File: config.mk
export PLATFORM = sky130hd
export DESIGN_NAME = flash_cmd_seq
export DESIGN_NICKNAME = d
export VERILOG_FILES = /design/src/rtl/flash_cmd_seq.sv
export SDC_FILE = /design/constraint.sdc
export NUM_CORES = 1
export LEC_CHECK = 0
export CORE_MARGIN = 1
export CORE_UTILIZATION = 54
export DETAILED_ROUTE_END_ITERATION = 7
export PLACE_DENSITY_LB_ADDON = 0.3
export SYNTH_ARGS = -nofsm -noshare
export SYNTH_HDL_FRONTEND = slang
export SYNTH_SLANG_ARGS = --single-unit
File: constraint.sdc
create_clock -name clk -period 3.7 [get_ports clk]
set_input_delay 1.11 -clock clk [delete_from_list [all_inputs] [get_ports clk]]
set_output_delay 1.11 -clock clk [all_outputs]
set_load 0.01 [all_outputs]
File: src/rtl/flash_cmd_seq.sv
// flash_cmd_seq: splits one multi-unit host flash command into single controller transactions; ports: host cmd/wdata/rd_out, controller req/addr/data/ack
module flash_cmd_seq #(
  parameter int FIFO_DEPTH = 4,
  parameter logic [23:0] SECTOR_INC = 24'h010000
) (
  input  logic        clk,
  input  logic        reset_n,
  input  logic        cmd_valid,
  output logic        cmd_ready,
  input  logic [1:0]  cmd_op,
  input  logic [23:0] cmd_addr,
  input  logic [7:0]  cmd_len,
  input  logic        wdata_valid,
  input  logic [7:0]  wdata,
  output logic        wdata_ready,
  output logic        rd_out_valid,
  output logic [31:0] rd_out_data,
  input  logic        rd_out_ready,
  output logic        busy,
  output logic        done,
  output logic        err,
  output logic        rd_req,
  output logic        pp_req,
  output logic        se_req,
  output logic [23:0] rd_addr,
  output logic [23:0] wr_addr,
  output logic [23:0] se_addr,
  output logic [7:0]  data_into_flash,
  input  logic        flash_ack,
  input  logic [31:0] rdata
);
  localparam int AW = $clog2(FIFO_DEPTH);
  localparam int CW = AW + 1;
  typedef enum logic [1:0] {IDLE, ISSUE, WAIT_ACK, DONE} state_t;
  state_t state, state_nx;
  logic [1:0] op;
  logic [23:0] cur_addr;
  logic [7:0] remain;
  logic req, go, ack, push, pop;
  logic [31:0] mem [FIFO_DEPTH];
  logic [AW-1:0] wptr, rptr;
  logic [CW-1:0] count;
  assign ack = state == WAIT_ACK && flash_ack;
  assign push = ack && op == 2'd0;
  assign pop = rd_out_ready && count != '0;
  assign wdata_ready = state == ISSUE && op == 2'd1 && wdata_valid;
  assign cmd_ready = state == IDLE;
  assign busy = state != IDLE;
  assign done = state == DONE;
  assign err = done && op == 2'd3;
  assign rd_req = req && op == 2'd0;
  assign pp_req = req && op == 2'd1;
  assign se_req = req && op == 2'd2;
  assign rd_addr = cur_addr;
  assign wr_addr = cur_addr;
  assign se_addr = cur_addr;
  assign rd_out_valid = count != '0;
  assign rd_out_data = rd_out_valid ? mem[rptr] : '0;
  always_comb begin
    state_nx = state;
    go = 1'b0;
    case (state)
      IDLE: if (cmd_valid) state_nx = (cmd_op == 2'd3 || cmd_len == '0) ? DONE : ISSUE;
      ISSUE: begin
        // read credit uses the registered count only; a same-cycle pop is not counted
        go = op == 2'd0 ? count < CW'(FIFO_DEPTH) : op == 2'd1 ? wdata_valid : 1'b1;
        if (go) state_nx = WAIT_ACK;
      end
      WAIT_ACK: if (flash_ack) state_nx = remain == 8'd1 ? DONE : ISSUE;
      default: state_nx = IDLE;
    endcase
  end
  always_ff @(posedge clk or negedge reset_n)
    if (!reset_n) begin
      state <= IDLE;
      op <= '0;
      cur_addr <= '0;
      remain <= '0;
      req <= 1'b0;
      data_into_flash <= '0;
      wptr <= '0;
      rptr <= '0;
      count <= '0;
    end else begin
      state <= state_nx;
      if (state == IDLE && cmd_valid) begin
        op <= cmd_op;
        cur_addr <= cmd_addr;
        remain <= cmd_len;
      end
      if (go) req <= 1'b1;
      if (wdata_ready) data_into_flash <= wdata;
      if (ack) begin
        req <= 1'b0;
        remain <= remain - 8'd1;
        cur_addr <= cur_addr + (op == 2'd0 ? 24'd4 : op == 2'd1 ? 24'd1 : SECTOR_INC);
      end
      if (push) wptr <= wptr + AW'(1);
      if (pop) rptr <= rptr + AW'(1);
      count <= count + CW'(push) - CW'(pop);
    end
  always_ff @(posedge clk)
    if (push) mem[wptr] <= rdata;
endmodule

---- After elaboration in Yosys (flattened, before gate mapping) ----
Memory sizes are Yosys's and may differ from the RTL's.
Cells that the tools add are included.
cells by class
  add/subtract/negate cells ............... 6
  $lt $le $gt $ge ......................... 1
  equal/unequal tests ..................... 11
  multiplexer cells ....................... 20
  reductions and logical operators ........ 19
operator list
  operator             number
  $mux 24              2
  $mux 17              2
  $mux 32              1
  $add 24x17->24       1
  $mux 8               2
  $eq 2x2->1 const B   5
  $logic_and 1x1->1    10
  $mux 2               5
  $eq 8x1->1 const B   1
  $logic_not 8->1      1
  $sub 8x1->8 const B  1
  $mux 1               7
  $pmux 2 s3           1
  $reduce_bool 2->1    3
  $add 2x1->2 const B  2
  $eq 2x1->1 const B   2
  $logic_not 2->1      2
  $ne 2x2->1 const B   2
  $add 3x1->3          1
  $lt 3x3->1 const B   1
  $reduce_and 3->1     1
  $reduce_bool 3->1    1
  $sub 3x1->3          1
  $ne 2x1->1 const B   1
  $logic_or 1x1->1     1
word-level totals
  flip-flop bits (word level) ............. 52
  memory bits (writable) .................. 128
  bits of input ports ..................... 80
  memories kept ........................... 1
memory list
  memory  depth  width  read ports  clocked after memory_dff  write ports  line  source
  mem     4      32     1           0                         1            40    logic [31:0] mem [FIFO_DEPTH];

---- Depth between registers and ports, before layout ----
  word-level depth ........................ 6
  mapped depth ............................ 8
  depth with buffers taken out ............ 8

---- Worst setup path before layout ----
No wires, ideal clock.
  path type ............................... input port to flip-flop
  start point ............................. input flash_ack
  end point ............................... memory mem[0][0] (enable)
  setup time .............................. 0.392 ns
  arrival time ............................ 2.713 ns
  required time ........................... 3.308 ns
  setup slack ............................. 0.595 ns
  cell stages on the path ................. 5
  buffers on the path ..................... 3
  cells stage by stage .................... and3b_1 > clkbuf_1 > buf_2 > buf_2 > and3_1
on the way
  cells in the longest elaborated chain, start to end .. 4
ends and longest elaborated chain
  what                          line  source
  start, declared               29    input logic flash_ack,
  $logic_and 1x1->1             43    assign ack = state == WAIT_ACK && flash_ack;
  $logic_and 1x1->1             44    assign push = ack && op == 2'd0;
  $mux 1                        103   if (push) mem[wptr] <= rdata;
  $mux 1 (implied by the code)  103
  end, declared                 40
Every way passes these cells.

---- Final worst setup path ----
  start point ............................. input wdata_valid
  end point ............................... output wdata_ready
on the way
  cells in the longest elaborated chain, start to end .. 1
ends and longest elaborated chain
  what               line  source
  start, declared    13    input logic wdata_valid,
  $logic_and 1x1->1  46    assign wdata_ready = state == ISSUE && op == 2'd1 && wdata_valid;
  end, declared      15    output logic wdata_ready,
Every way passes these cells.

==> impl_metrics.ini <==
[setup_path]
cp.arrival_ns = 2.40
endpoint_kind = output pin
required_ns = 2.59
rr_worst_depth = 8
critPathKind = in -> out
worstPathMaxFanout = 4
startpoint_type = primary input

[floorplanning]
rows = 44
die_w_um = 125
start_util = 0.559
core_area_um2 = 14700
die_area_um2 = 15700
die_y_um = 125
ios = 201

[logic_synthesis]
synthCells = 594
async_flop_share = 0.289
synth.area.top_cells = edfxtp_1 47%, dfrtp_1 16%, mux4_2 8.8%
synthFlopType = edfxtp_1
yosysTopAreaCell = edfxtp_1
syn_area_per_cell_um2 = 13.8
seq_area_frac_synth = 0.626
yosysWarnings = 0
ys_top_cells_by_count = 128 x edfxtp_1, 69 x nand2_1, 52 x dfrtp_1
synth_nets = 686
syn_area_um2 = 8220
yosysTopAreaCellShare = 0.468
synth_cell_type_count = 60
ys_ff_latch = 180
synth-edff-count = 128
yosysMostFrequentCell = edfxtp_1

[routing]
firstDrtPassIters = 7
wl_per_cell_um = 19.0
drt_iter0_drc = 511
num_vias = 5464
avgViaCountPerCell = 5.76
wl_mm = 18.0
drtAntennaViolNets = 0
post-route-drc-count = 5

[clock_network]
cts_tree = built
clk_latency_ns = 0.43
cts_resized = 0
post_cts_buffers = 0
clock_sinks = 180
hold_buffers = 0
cts-buffers-inserted = 17
htreeDepth = 4
clockRootBuffer = clkbuf_16
cts_buffer_depth = 2
clk_pin_slew_ns = 0.06

[grt]
grt_pass1_vias = 5558
grt_max_degree = 35
grt_overflow = 0
antenna_found_initial = 0
grt_pass1_wl_mm = 28.5
track_usage = 0.240

[min_path]
hold_depth = 2
hold_class = reg -> reg

[power]
ir_drop_mv = 0.439
power.density_nw_per_um2 = 786
p_leak_uw = 0.00391
totalPowerFinal_uw = 8440

[placed_design]
dp_slack_ns = 0.195
port_buffers = 200
gp_congestion = 0.838
hpwl_mm = 12.1

[finish]
syn_to_final_growth_pct = 30.7
drive_gt1_frac = 0.127
final_util = 0.731
fillCellCount = 950
final_nets = 844
antenna_cells = 0

[sta]
timing.final.hold_violations = 0
fin_setup_tns_ns = 0
min_period_ns = 3.51
setup_violations = 0
rsz0062_at_grt = no
skew_ns = 0.00764
timing.fmax_mhz = 285
max_slew_margin = 0.438
min_period_over_period = 0.950
fin_ws_ns = 0.186
drv_slew = 0
tightest_slew_ns = 0.839
hold_ws_ns = 0.480

[job]
maxCapViolCount = 0

[run_status]
failed_checks = DRC
status = finished with violations
==> metal layers <==
| layer | wire length, µm | up-vias | global-route usage |
|---|---|---|---|
| met3 | 1290 | 25 | 0.0638 |
| met5 | 0 | - | 0 |
| met4 | 266 | 0 | 0.0868 |
| li1 | - | 2494 | - |
| met1 | 7060 | 2716 | 0.297 |
| met2 | 9380 | 229 | 0.409 |
==> worst paths after layout <==
check,from,endpoint,slack (ns)
setup / recovery,wdata_valid,wdata_ready,0.19
hold / removal,data_into_flash[7],data_into_flash[7],0.48
setup reg to reg,count[2],count[2],0.96
hold reg to reg,data_into_flash[7],data_into_flash[7],0.48
max in group asynchronous,reset_n,rd_addr[6],2.31
min in group asynchronous,reset_n,remain[4],0.67
==> power breakdown <==
group          internal [µW]  leakage [µW]  switching (µW)
sequential              2500       0.00178             455
combinational           2100       0.00185            1610
clock                   1030      0.000282             739
==> placed cells by master (no fill, tap or decap), types with 12 or more instances in the layout <==
master           netlist  routed
and2_1                39      39
nand2_1               69      69
o21ai_0               12      12
a21oi_1               14      14
mux4_2                32      32
inv_1                 12      12
clkdlybuf4s50_1        0     199
edfxtp_1             128     128
nor2_1                30      30
clkbuf_16              0      17
dfrtp_1               52      51
==> logic make-up after synthesis <==
| family | synth area share |
|---|---|
| compound gates | 0.0675 |
| xor+xnor | 0.00746 |
| fa+ha+maj | 0.0209 |
| buf+inv | 0.0667 |
| flops | 0.626 |
| mux | 0.0914 |
| simple gates | 0.120 |
==> registers in the layout (all words and copies together), names as in the netlist <==
register and count:
count 3, op 2, wptr 2, data_into_flash 8, state 2, remain 8
rd_addr 24, mem 128, req 1, rptr 2
==> per-stage QoR <==
stage | cell area [µm²] | instances
2_1_floorplan | 8220 | 594
3_3_place_gp | 10200 | 917
3_5_place_dp | 10200 | 917
4_1_cts | 10700 | 949
5_1_grt | 10700 | 949
6_report | 10700 | 949
==> layout make-up <==
type,instances,area [µm²],area share
Sequential cell,180,5150,0.479
Multi-Input combinational cell,324,2530,0.236
Timing Repair Buffer,216,2190,0.204
Clock buffer,20,457,0.0425
Tap cell,184,230,0.0214
Clock inverter,12,129,0.0120
Inverter,13,48.8,0.00454
==> worst max-delay path: stages <==
cell	delay [ns]
clkdlybuf4s50_1	0.48
nand4b_1	0.14
clkinv_1	0.12
clkdlybuf4s50_1	0.54
No activity file was read; power rests on OpenSTA's default activity.
